## config.mk

```make
export PLATFORM = sky130hd
export DESIGN_NAME = piano_key_ctrl_flat
export DESIGN_NICKNAME = d
export VERILOG_FILES = /design/src/rtl/piano_key_ctrl_if.sv /design/src/rtl/piano_key_ctrl.sv /design/src/flat_wrapper.sv
export SDC_FILE = /design/constraint.sdc
export NUM_CORES = 1
export LEC_CHECK = 0
export CORE_MARGIN = 5
export CORE_UTILIZATION = 60
export DETAILED_ROUTE_END_ITERATION = 8
export PLACE_DENSITY = 0.82
export SYNTH_ARGS = -nofsm -noshare
export SYNTH_HDL_FRONTEND = slang
export SYNTH_SLANG_ARGS = --single-unit
```

## constraint.sdc

```tcl
create_clock -name clk -period 9.4 [get_ports clk]
set_input_delay 2.35 -clock clk [delete_from_list [all_inputs] [get_ports clk]]
set_output_delay 2.35 -clock clk [all_outputs]
set_load 0.01 [all_outputs]
```

## src/rtl/piano_key_ctrl_if.sv

```systemverilog
// Key input / tone-counter control bundle between the piano key front end and its neighbours.
// The master drives the raw keys and mute; the slave (piano_key_ctrl) drives the tone controls.
interface piano_key_ctrl_if #(
  parameter int DIV_W = 17
);
  logic [7:0]       keys_raw;
  logic             mute;
  logic             counter_en;
  logic [DIV_W-1:0] half_period;
  logic [2:0]       note_idx;
  logic [7:0]       key_stable;

  modport master (
    output keys_raw, mute,
    input  counter_en, half_period, note_idx, key_stable
  );

  modport slave (
    input  keys_raw, mute,
    output counter_en, half_period, note_idx, key_stable
  );
endinterface

```

## src/rtl/piano_key_ctrl.sv

```systemverilog
// Piano key front end: synchronise and debounce 8 keys, pick the lowest pressed note,
// and drive the tone counter enable and half-period with a minimum audible note length.
module piano_key_ctrl #(
  parameter int DEBOUNCE_CYCLES = 20,
  parameter int MIN_NOTE_CYCLES = 2500000,
  parameter int DIV_W           = 17
) (
  input logic            clk,
  input logic            rst,
  piano_key_ctrl_if.slave bus
);

  localparam int CNT_W  = (DEBOUNCE_CYCLES > 1) ? $clog2(DEBOUNCE_CYCLES) : 1;
  localparam int HOLD_W = $clog2(MIN_NOTE_CYCLES + 1);
  localparam logic [CNT_W-1:0]  DB_LAST  = CNT_W'(DEBOUNCE_CYCLES - 1);
  localparam logic [HOLD_W-1:0] HOLD_MAX = HOLD_W'(MIN_NOTE_CYCLES);
  localparam logic [HOLD_W-1:0] HOLD_END = HOLD_W'(MIN_NOTE_CYCLES - 1);

  typedef enum logic [1:0] {IDLE, LOAD, PLAY} state_t;

  function automatic logic [2:0] lowest_set(input logic [7:0] v);
    logic [2:0] r;
    r = '0;
    for (int i = 7; i >= 0; i--) begin
      if (v[i]) r = 3'(i);
    end
    return r;
  endfunction

  // Half periods in 50 MHz clock cycles, C4 .. C5.
  function automatic logic [DIV_W-1:0] note_rom(input logic [2:0] idx);
    case (idx)
      3'd0:    return DIV_W'(95556);
      3'd1:    return DIV_W'(85131);
      3'd2:    return DIV_W'(75843);
      3'd3:    return DIV_W'(71586);
      3'd4:    return DIV_W'(63776);
      3'd5:    return DIV_W'(56818);
      3'd6:    return DIV_W'(50619);
      default: return DIV_W'(47778);
    endcase
  endfunction

  logic [7:0]       key_sync_p0;
  logic [7:0]       key_sync_p1;
  logic [7:0]       key_stable_r;
  logic [CNT_W-1:0] db_cnt [8];

  state_t            state;
  logic              counter_en_r;
  logic [2:0]        note_idx_r;
  logic [DIV_W-1:0]  half_period_r;
  logic [HOLD_W-1:0] hold;

  logic [2:0] sel;
  logic       any;

  // Stage p0/p1: two-flop synchroniser, then per-key debounce against the accepted state.
  always_ff @(posedge clk or posedge rst) begin
    if (rst) begin
      key_sync_p0  <= '0;
      key_sync_p1  <= '0;
      key_stable_r <= '0;
      for (int i = 0; i < 8; i++) db_cnt[i] <= '0;
    end else begin
      key_sync_p0 <= bus.keys_raw;
      key_sync_p1 <= key_sync_p0;
      for (int i = 0; i < 8; i++) begin
        if (key_sync_p1[i] != key_stable_r[i]) begin
          if (db_cnt[i] == DB_LAST) begin
            key_stable_r[i] <= key_sync_p1[i];
            db_cnt[i]       <= '0;
          end else begin
            db_cnt[i] <= db_cnt[i] + 1'b1;
          end
        end else begin
          db_cnt[i] <= '0;
        end
      end
    end
  end

  always_comb begin
    sel = lowest_set(key_stable_r);
    any = |key_stable_r;
  end

  // Note FSM: a new note always passes through LOAD so the tone counter sees a one-cycle gap.
  always_ff @(posedge clk or posedge rst) begin
    if (rst) begin
      state         <= IDLE;
      counter_en_r  <= 1'b0;
      note_idx_r    <= '0;
      half_period_r <= '0;
      hold          <= '0;
    end else begin
      case (state)
        IDLE: begin
          if (any && !bus.mute) state <= LOAD;
        end
        LOAD: begin
          note_idx_r    <= sel;
          half_period_r <= note_rom(sel);
          hold          <= '0;
          state         <= PLAY;
          counter_en_r  <= 1'b1;
        end
        PLAY: begin
          if (hold != HOLD_MAX) hold <= hold + 1'b1;
          if (bus.mute) begin
            state        <= IDLE;
            counter_en_r <= 1'b0;
          end else if (any && sel != note_idx_r) begin
            state        <= LOAD;
            counter_en_r <= 1'b0;
          end else if (!any && hold >= HOLD_END) begin
            state        <= IDLE;
            counter_en_r <= 1'b0;
          end
        end
        default: begin
          state        <= IDLE;
          counter_en_r <= 1'b0;
        end
      endcase
    end
  end

  assign bus.counter_en  = counter_en_r;
  assign bus.half_period = half_period_r;
  assign bus.note_idx    = note_idx_r;
  assign bus.key_stable  = key_stable_r;

endmodule

```

## src/flat_wrapper.sv

```systemverilog
// flat-port wrapper written by rule: the top's interface ports become plain ports
module piano_key_ctrl_flat 
#(
  parameter int DEBOUNCE_CYCLES = 20,
  parameter int MIN_NOTE_CYCLES = 2500000,
  parameter int DIV_W           = 17
)
  (clk, rst, bus_keys_raw, bus_mute, bus_counter_en, bus_half_period, bus_note_idx, bus_key_stable);
  piano_key_ctrl_if #(.DIV_W(DIV_W)) bus_i ();
  input logic clk;
  input logic rst;
  input wire logic [$bits(bus_i.keys_raw)-1:0] bus_keys_raw;
  input wire logic [$bits(bus_i.mute)-1:0] bus_mute;
  output wire logic [$bits(bus_i.counter_en)-1:0] bus_counter_en;
  output wire logic [$bits(bus_i.half_period)-1:0] bus_half_period;
  output wire logic [$bits(bus_i.note_idx)-1:0] bus_note_idx;
  output wire logic [$bits(bus_i.key_stable)-1:0] bus_key_stable;
  assign bus_i.keys_raw = bus_keys_raw;
  assign bus_i.mute = bus_mute;
  assign bus_counter_en = bus_i.counter_en;
  assign bus_half_period = bus_i.half_period;
  assign bus_note_idx = bus_i.note_idx;
  assign bus_key_stable = bus_i.key_stable;
  piano_key_ctrl #(.DEBOUNCE_CYCLES(DEBOUNCE_CYCLES), .MIN_NOTE_CYCLES(MIN_NOTE_CYCLES), .DIV_W(DIV_W)) u_core (.clk(clk), .rst(rst), .bus(bus_i));
endmodule
```

Yosys cells after proc, flatten, opt, wreduce, memory -nomap -nowiden
Cells that the tools add are included.

Multiplexer cells: 36. $lt $le $gt $ge: 1. Equal/unequal tests: 29. Bitwise gates (word level): 1. Add/sub/neg operators: 9. Reduce and logical (&&, ||, !) cells: 20.

Operator list (count): case mux 17 bit (7 select lines) (1); 2-to-1 mux 5 bit (16); case mux 22 bit (2 select lines) (1); adder 5 x 1 -> 5 bit, second input constant (8); equality test 5 bit, second input constant (8); 2-to-1 mux 3 bit (8); adder 22 x 1 -> 22 bit, second input constant (1); greater-or-equal comparator 22 bit, second input constant (1); 2-to-1 mux 22 bit (1); inequality test 22 bit, second input constant (1); AND reduction 2 bit (11); equality test 3 bit, second input constant (3); 2-to-1 mux 2 bit (4); inequality test 1 bit (8); OR reduction 8 bit (1); equality test 3 x 2 -> 1 bit, second input constant (2); case mux 2 bit (3 select lines) (1); inequality test 2 x 1 -> 1 bit, second input constant (2); inequality test 4 x 2 -> 1 bit, second input constant (1); equality test 3 x 1 -> 1 bit, second input constant (1); logical AND 1 bit (3); logical NOT 3 bit (1); 2-to-1 mux 1 bit (3); inequality test 3 bit (1); other kinds (7) (8).

Logic and storage cells: 119. Output and inout port bits: 29. Input port bits: 11. Bits in registers: 109.

Longest topological paths before layout
Gate-level depths: netlist (run 1).

Depth in word-level cells: 13. Gate-level depth with buffers: 8. Depth with buffers taken out: 7.

Worst setup path after synthesis (run 1)
OpenSTA, ideal clock, no wires.

Path type: in2reg. Start point: input bus_mute. End point: register u_core.counter_en_r, in the netlist u_core.bus.counter_en. Setup time: 0.083 ns. Slack: 6.442 ns. Data required time: 9.317 ns. Stages: 4. Data arrival time: 2.875 ns. Cells stage by stage: nor2_1 nand3_1 o31a_1 o22ai_1.

Cells in the longest elaborated chain, start to end: 2. Elaborated cells on any way between the ends: 4.

Ends and longest elaborated chain: from (decl) (RTL line flat_wrapper.sv:13) `input wire logic [$bits(bus_i.mute)-1:0] bus_mute;`; 2-to-1 mux 1 bit / inequality test 4 x 2 -> 1 bit (equally long branches); case mux 1 bit (3 select lines) / AND reduction 2 bit (equally long branches); to (signal assigned) (RTL line piano_key_ctrl.sv:112) `counter_en_r <= 1'b0;`; to (signal assigned) (RTL line piano_key_ctrl.sv:115) `counter_en_r <= 1'b0;`; to (signal assigned) (RTL line piano_key_ctrl.sv:118) `counter_en_r <= 1'b0;`; to (decl) (RTL line piano_key_ctrl.sv:50) `logic counter_en_r;`.

Parallel ways exist; a longest one is shown, timed or not. A chain may end at the register's enable or synchronous reset.

Worst setup path in the final report (run 1)
Start point: register u_core.key_stable_r[0], in the netlist u_core.bus.key_stable[0]. End point: output bus_key_stable[0].

RTL lines: from (decl) (RTL line piano_key_ctrl.sv:46) `logic [7:0] key_stable_r;`; from (signal, indexed assignment) (RTL line piano_key_ctrl.sv:71) `key_stable_r[i] <= key_sync_p1[i];`; to (decl) (RTL line flat_wrapper.sv:17) `output wire logic [$bits(bus_i.key_stable)-1:0] bus_key_stable;`.

No word-level cell between the ends.

==> results of run 1 <==
[per-layer routing]
metal  up-vias  part of all wire [%]  track usage, %
li1       1763                     -               -
met1      1808                    44            26.8
met2        80                    49            33.1
met3        21                   4.6            5.10
met4         0                   2.1            8.08
met5         -                     0               0
[final timing paths]
| kind | from | end | slack (ns) | cells after the start |
|---|---|---|---|---|
| min in group asynchronous | rst | u_core.bus.note_idx[1] | 2.33 | 2 |
| max in group asynchronous | rst | u_core.hold[10] | 5.81 | 3 |
| hold reg to reg | u_core.key_sync_p0[0] | u_core.key_sync_p1[0] | 0.35 | 0 |
| setup reg to reg | u_core.hold[20] | u_core.hold[12] | 6.78 | 5 |
| setup / recovery | u_core.bus.key_stable[0] | bus_key_stable[0] | 5.52 | 1 |
| hold / removal | u_core.key_sync_p0[0] | u_core.key_sync_p1[0] | 0.35 | 0 |
[power groups by stage]
stage / logic [mW] / registers [mW] / clock network (mW)
final: 0.0624 / 0.511 / 0.288
after global routing: 0.0719 / 0.515 / 0.315
after CTS: 0.0637 / 0.511 / 0.297
after detailed placement: 0.0634 / 0.520 / 0
after global placement: 0.0587 / 0.519 / 0
after floorplan: 0.0459 / 0.515 / 0
[sequential cells by signal, summed over array words and instances, names as in the netlist]
| register | cells |
|---|---|
| u_core.key_sync_p0 | 8 |
| u_core.bus.counter_en | 1 |
| u_core.db_cnt | 40 |
| u_core.hold | 22 |
| u_core.bus.note_idx | 3 |
| u_core.bus.half_period | 17 |
| u_core.state | 2 |
| u_core.key_sync_p1 | 8 |
| u_core.bus.key_stable | 8 |
[cell type report]
| cell class | count | area [um2] | share of cell area, % |
|---|---|---|---|
| clock inverter | 6 | 70.1 | 1.24 |
| multi-input combinational | 344 | 2130 | 37.6 |
| sequential | 109 | 2730 | 48.2 |
| inverter | 14 | 55.1 | 0.974 |
| tap | 105 | 131 | 2.32 |
| clock buffer | 10 | 138 | 2.43 |
| timing repair buffer | 41 | 405 | 7.17 |
[through the flow]
step / hold WS [ns] / util [%] / power [mW]
after global placement: 0.333 / 66.6 / 0.577
after detailed placement: 0.335 / 66.6 / 0.584
final: 0.354 / 69.2 / 0.861
after CTS: 0.358 / 69.2 / 0.872
after floorplan: 0.331 / - / 0.561
after global routing: 0.366 / 69.2 / 0.902
[cell families after synthesis]
logic type	Yosys count	share of synthesized area, %
simple gates	216	21.3
flops	109	54.6
compound gates	69	9.30
buf+inv	30	2.81
xor+xnor	28	4.91
mux	21	4.59
fa+ha+maj	10	2.51
[Yosys cell counts, drive strengths merged, types with 3 or more instances]
cell type,instances,area (um2)
nand4,6,37.5
a22oi,3,22.5
a21o,3,23.8
nand3,30,150
nor2b,6,37.5
xor2,17,149
and3,4,25.0
ha,10,125
a31oi,6,37.5
nand2b,8,50.1
o21ai,20,100
nand2,52,195
o211ai,7,52.6
inv,14,52.6
mux2i,9,90.1
or4,8,63.8
o31ai,6,45.0
nor2,59,221
nor3,15,75.1
or2,5,31.3
clkbuf,8,30.0
nor4,4,25.0
a21oi,8,43.8
and2,5,31.3
xnor2,11,96.3
mux2,12,139
dfrtp,109,2730
nor3b,3,22.5
buf,8,57.6
==> impl_results.md, run 1 <==
* CP max stage delay at 0.61 ns
* Global Route Usage Sum at 20.5%
* Ports at 40
* Post-cts sizing count at 0
* Number of synthesized flops with an enable pin at 0
* Via count at 3672
* Internal at 0.632 mW
* Crit path launch type: flip-flop
* FF+latch count, synth at 109
* Peak VDD IR at 98.4 uV
* Setup tns final at 0 ns
* Fmax at 0.258 GHz
* Asr flop ratio synth at 100%
* Antenna cells at 0
* GP Congestion at 0.845
* P_sw at 0.230 mW
* Tightest Pin Transition at 1.17 ns
* Syn_nets at 504
* H-tree lvl count at 3
* Cell Area, Placed at 5450 um2
* Worst Path Required at 7.05 ns
* TritonCTS clock tree: done
* Minimum clock period at 3.88 ns
* Via-to-Cell Ratio at 5.84
* Post-synth cell types at 56
* Die H at 101 um
* Switching Fraction at 26.7%
* Max Clock Skew at 0.0142 ns
* Die Wd at 101 um
* Post-route cell area at 5650 um2
* Delay-heaviest family, CP: buffers and inverters
* Commonest non-fill, non-tap cell in the layout: dfrtp_1
* Antenna violations before repair at 0
* Layout cell share with drive strength beyond 1 at 8.21%
* Maxcap violations at 0
* Clk pin slew, worst setup/hold paths at 0.10 ns
* Final setup fails at 0
* Hold buffers post-CTS at 0
* RSZ-0062 raised after global routing: false
* Final std cells w/o fill at 629
* Total CTS buffers at 9
* Fin. max-slew vios at 0
* Setup crit end kind: output pin
* Ys Warns at 0
* Class of the tightest hold or removal check: reg2reg
* Final count of hold timing violations at 0
* Post-synth top flop: dfrtp_1
* Post-DP HPWL at 6.80 mm
* CP max stage cell: clkdlybuf4s50_1
* Register area share after synthesis at 54.6%
* Site row count at 33
* Critical path arrival at 1.53 ns
* First-pass GRT wire length at 16.7 mm
* Sequential power share at 59.3%
* WL per Instance at 15.3 um
* Clk Latency, worst-skew pair at 0.38 ns
* Outcome: completed
* Pin count of the biggest net entering global routing at 72
* Initial Utilization at 61.1%
* Fillers at 614
* DRT iter0 DRCs at 149
* Worst Setup Path Type: reg2out
* Setup slack after placement at 5.33 ns
* Leak at 2.58 nW
* # clock sinks at 109
* Post-CTS setup buffer count at 0
* Clk network pwr share at 33.4%
* DRC violations left at 0
* Cell Area, Synth at 4990 um2
* Slew HR at 21.5%
* Syn-to-layout area delta at 13.3%
* PwrDens at 152 nW/um2
* Final period util at 41.3%
* Grt ovf at 0
* Final #Nets at 540
* CP Cell Sequence: clkdlybuf4s50_1
* Synth Instances at 483
* Number of global-route vias before repair at 3687
* Routed Antenna Nets at 0
* IO Port Bufs at 39
* Die Footprint at 10200 um2
* CTS max path bufs at 2
* Final wirelength at 9.64 mm
* Most frequent cells in the layout: dfrtp_1, nor2_1, nand2_1
* Syn Area/Cell at 10.3 um2
* Placed insts at 613
* WP buf/inv at 1
* Setup WS post-layout at 5.52 ns
* Root Driver: clkbuf_8
* Logic pwr share at 7.2%
* First drt pass iteration count at 4
* CP max FO at 10
* CORE AREA at 8180 um2
(Power assumes the default switching activity.)
==> run 2, diff against run 1 <==
- CORE_UTILIZATION: 60 -> 52
- PLACE_DENSITY: 0.82 -> 0.75
- clock period: 9.4 -> 3.29 ns (I/O delays scaled with it)
==> impl_results.md, run 2 (synthesis gave the netlist of run 1 again) <==
* Outcome: completed
* Worst Setup Path Type: reg2out
* Hold path depth at 0
* Reg-to-Reg End: u_core.hold[10]
* Critical path arrival at 1.55 ns
* Pin count of the biggest net entering global routing at 110
* Reg2reg setup slack at 1.15 ns
* Antenna cells at 0
* Setup crit end kind: output pin
* Via-to-Cell Ratio at 5.46
* Most flop-heavy register: u_core.db_cnt
* Ports at 40
* Commonest non-fill, non-tap cell in the layout: dfrtp_1
* Met1 GRT Util at 23.7%
* Final #Nets at 543
* Leak at 2.61 nW
* CP max stage delay at 0.61 ns
* Final count of hold timing violations at 0
* WL per Instance at 14.7 um
* Die H at 108 um
* Worst hold path endpoint: u_core.key_sync_p1[6]
* RSZ-0062 raised after global routing: false
* GP Congestion at 0.897
* Tightest Pin Transition at 0.923 ns
* Worst-case hold slack at 0.356 ns
* Maxcap violations at 0
* Total CTS buffers at 9
* DRT iter0 DRCs at 151
* TritonCTS clock tree: done
* Max Clock Skew at 0.00956 ns
* Reg-to-Reg Start: u_core.hold[20]
* Fin. max-slew vios at 0
* Slew HR at 38.5%
* DRC violations left at 0
* Clk pin slew, worst setup/hold paths at 0.10 ns
* CP max FO at 10
* Site row count at 35
* WP buf/inv at 1
* Syn-to-layout area delta at 15.1%
* Die Footprint at 11700 um2
* PwrDens at 447 nW/um2
* Antenna violations before repair at 0
* CP max stage cell: clkdlybuf4s50_1
* Most frequent cells in the layout: dfrtp_1, nor2_1, nand2_1
* HP Start: u_core.key_sync_p0[6]
* CORE AREA at 9280 um2
* Grt met2 use at 29.0%
* Worst Path Required at 2.47 ns
* Minimum clock period at 2.37 ns
* IO Port Bufs at 39
* Layout cell share with drive strength beyond 1 at 8.54%
* Met3 global-route usage at 5.91%
* Routed Antenna Nets at 0
* Final period util at 72.2%
* Delay-heaviest family, CP: buffers and inverters
* Class of the tightest hold or removal check: reg2reg
* Die Wd at 108 um
* Grt ovf at 0
* Initial Utilization at 53.8%
* Root Driver: clkbuf_8
* Fmax at 0.421 GHz
* Final wirelength at 9.66 mm
* Post-cts sizing count at 0
* Worst reg2reg path depth at 6
* Clk Latency, worst-skew pair at 0.38 ns
* CTS max path bufs at 2
* GRT Max-Usage Layer: met2
* # clock sinks at 109
* Number of global-route vias before repair at 3557
* Global Route Usage Sum at 17.9%
* Post-DP HPWL at 6.73 mm
* Peak VDD IR at 398 uV
* H-tree lvl count at 3
* Crit path launch type: flip-flop
* Post-CTS setup buffer count at 0
* Setup tns final at 0 ns
* CP Cell Sequence: clkdlybuf4s50_1
* Number of flip-flops in the largest register at 40
* Via count at 3584
* Hold buffers post-CTS at 0
* Final setup fails at 0
* Fillers at 775
* First drt pass iteration count at 4
* First-pass GRT wire length at 16.7 mm
## run 2: report_power, final
| part | internal [mW] | leakage [nW] | switching, mW |
|---|---|---|---|
| clock | 0.466 | 0.121 | 0.471 |
| combinational | 0.0772 | 1.03 | 0.0963 |
| sequential | 1.40 | 1.46 | 0.0592 |
## run 2: final cells by class
class / instances / area [um2] / area share, %
flip-flops and latches: 109 / 2730 / 47.5
multi-input cells: 344 / 2120 / 37.0
repair buffers: 44 / 440 / 7.66
well taps: 129 / 161 / 2.81
clock buffers: 10 / 138 / 2.39
clock inverters: 6 / 100 / 1.74
inverters: 14 / 56.3 / 0.980
## run 2: metal layers
layer	up-vias	share of wire [%]
met5	-	0
met4	0	0.88
met3	6	4.2
met2	52	50
met1	1760	45
li1	1766	-
## run 2: how the worst max path moves through the flow
stage	to	cells past startpoint	startpoint	slack, ns
after floorplan	u_core.bus.counter_en	1	rst	1.15
after global placement	u_core.hold[10]	6	u_core.hold[20]	1.28
after detailed placement	u_core.hold[10]	6	u_core.hold[20]	1.22
after CTS	bus_key_stable[0]	1	u_core.bus.key_stable[0]	0.89
after global routing	bus_key_stable[0]	1	u_core.bus.key_stable[0]	0.84
final	bus_key_stable[0]	1	u_core.bus.key_stable[0]	0.92
## run 2: metrics by stage
| step | setup slack (ns) | instance area (um2) | utilization [%] | cells | total power, mW |
|---|---|---|---|---|---|
| floorplan | 1.15 | 5000 | - | 483 | 1.60 |
| global placement | 1.28 | 5510 | 59.4 | 640 | 1.65 |
| detailed placement | 1.22 | 5510 | 59.4 | 640 | 1.66 |
| CTS | 0.893 | 5750 | 61.9 | 656 | 2.61 |
| global route | 0.836 | 5750 | 61.9 | 656 | 2.70 |
| finish | 0.915 | 5750 | 61.9 | 656 | 2.57 |
==> run 3, diff against run 2 <==
- clock period: 3.29 -> 2.16 ns (I/O delays scaled with it)
==> impl_results.md, run 3 (synthesis gave the netlist of run 1 again) <==
* Outcome: completed
* Internal at 2.81 mW
* Final #Nets at 559
* Most flop-heavy register: u_core.db_cnt
* Routed Antenna Nets at 0
* Clk Latency, worst-skew pair at 0.38 ns
* Reg2reg setup slack at 0.15 ns
* Grt ovf at 0
* CTS max path bufs at 2
* Final wirelength at 10.1 mm
* Die Wd at 108 um
* Clk network pwr share at 34.2%
* Number of global-route vias before repair at 3693
* Maxcap violations at 0
* Critical path arrival at 1.51 ns
* PwrDens at 648 nW/um2
* Post-DP HPWL at 7.14 mm
* Tightest Pin Transition at 0.630 ns
* Worst hold path endpoint: u_core.key_sync_p1[5]
* Die H at 108 um
* # clock sinks at 109
* Cell Area, Placed at 5660 um2
* Site row count at 35
* Reg-to-Reg Start: u_core.hold[19]
* Worst reg2reg path depth at 5
* Setup crit end kind: output pin
* Switching Fraction at 25.9%
* Final count of hold timing violations at 0
* Fmax at 0.487 GHz
* Fillers at 774
* Sequential power share at 58.5%
* Clk pin slew, worst setup/hold paths at 0.10 ns
* Pin count of the biggest net entering global routing at 62
* Class of the tightest hold or removal check: reg2reg
* Commonest non-fill, non-tap cell in the layout: dfrtp_1
* Peak VDD IR at 596 uV
* Post-cts sizing count at 0
* Leak at 2.68 nW
* Antenna cells at 0
* Final setup fails at 0
* GP Congestion at 0.896
* Met1 GRT Util at 24.2%
* Number of flip-flops in the largest register at 40
* Via-to-Cell Ratio at 5.48
* Post-route cell area at 5860 um2
* DRT iter0 DRCs at 166
* Grt met2 use at 31.1%
* Reg-to-Reg End: u_core.hold[5]
* Total CTS buffers at 9
* Crit path launch type: flip-flop
* Post-CTS setup buffer count at 0
* Root Driver: clkbuf_8
* RSZ-0062 raised after global routing: false
* Max Clock Skew at 0.0157 ns
* Layout cell share with drive strength beyond 1 at 11.4%
* Final period util at 95.0%
* Fin. max-slew vios at 0
* CORE AREA at 9280 um2
* P_sw at 0.983 mW
* Die Footprint at 11700 um2
* Most frequent cells in the layout: dfrtp_1, nor2_1, nand2_1
* Ports at 40
* First-pass GRT wire length at 17.5 mm
* Syn-to-layout area delta at 17.4%
* Worst Path Required at 1.62 ns
* CP max FO at 6
* WL per Instance at 15.0 um
* Met3 global-route usage at 4.96%
* Logic pwr share at 7.3%
* Slew HR at 57.9%
* Global Route Usage Sum at 18.7%
* Hold path depth at 0
* Via count at 3681
* IO Port Bufs at 39
* Antenna violations before repair at 0
* Initial Utilization at 53.8%
* Worst Setup Path Type: reg2out
* Minimum clock period at 2.05 ns
* DRC violations left at 0
* HP Start: u_core.key_sync_p0[5]
* Setup tns final at 0 ns
* H-tree lvl count at 3
* GRT Max-Usage Layer: met2
* TritonCTS clock tree: done
* Hold buffers post-CTS at 0
* First drt pass iteration count at 4
-- run 3: layer usage --
metal / routed length [um] / share of wire [%]
met1: 4510 / 45
met3: 496 / 4.9
met5: 0 / 0
met2: 5000 / 50
met4: 77 / 0.76
-- run 3: stage by stage --
stage / setup WS, ns / util, % / hold WS (ns) / total power, mW / instances
finish: 0.108 / 63.1 / 0.358 / 3.80 / 672
global route: 0.0303 / 63.1 / 0.366 / 3.98 / 672
CTS: 0.0270 / 63.1 / 0.363 / 3.84 / 672
detailed placement: 0.177 / 60.9 / 0.337 / 2.54 / 656
global placement: 0.239 / 60.9 / 0.333 / 2.53 / 656
floorplan: 0.225 / - / 0.331 / 2.44 / 483
-- run 3: how the worst max path moves through the flow --
stage                             start                        end  cells after the start
2_1_floorplan  u_core.bus.key_stable[6]  u_core.bus.half_period[6]                      6
3_5_place_dp            u_core.hold[20]             u_core.hold[5]                      5
4_1_cts        u_core.bus.key_stable[0]          bus_key_stable[0]                      2
5_1_grt        u_core.bus.key_stable[0]          bus_key_stable[0]                      2
3_3_place_gp            u_core.hold[20]             u_core.hold[5]                      5
6_report       u_core.bus.key_stable[0]          bus_key_stable[0]                      2
-- run 3: power by group through the flow --
stage / Combinational [mW] / Clock [mW] / Sequential, mW
final: 0.276 / 1.30 / 2.22
after global placement: 0.271 / 0 / 2.26
after global routing: 0.323 / 1.41 / 2.24
after detailed placement: 0.280 / 0 / 2.26
after floorplan: 0.200 / 0 / 2.24
after CTS: 0.282 / 1.34 / 2.22
-- run 3: final cells by class --
| class | instances | area [um2] | share of cell area (%) |
|---|---|---|---|
| Clock buffer | 9 | 124 | 2.11 |
| Clock inverter | 7 | 81.3 | 1.39 |
| Inverter | 14 | 56.3 | 0.961 |
| Multi-Input combinational cell | 344 | 2120 | 36.2 |
| Sequential cell | 109 | 2730 | 46.6 |
| Tap cell | 129 | 161 | 2.75 |
| Timing Repair Buffer | 60 | 586 | 9.99 |
-- run 3: worst max-delay path, stage by stage, from the launching register on --
cell and delay, ns:
dfrtp_2 0.44, buf_4 0.17, clkdlybuf4s50_1 0.54
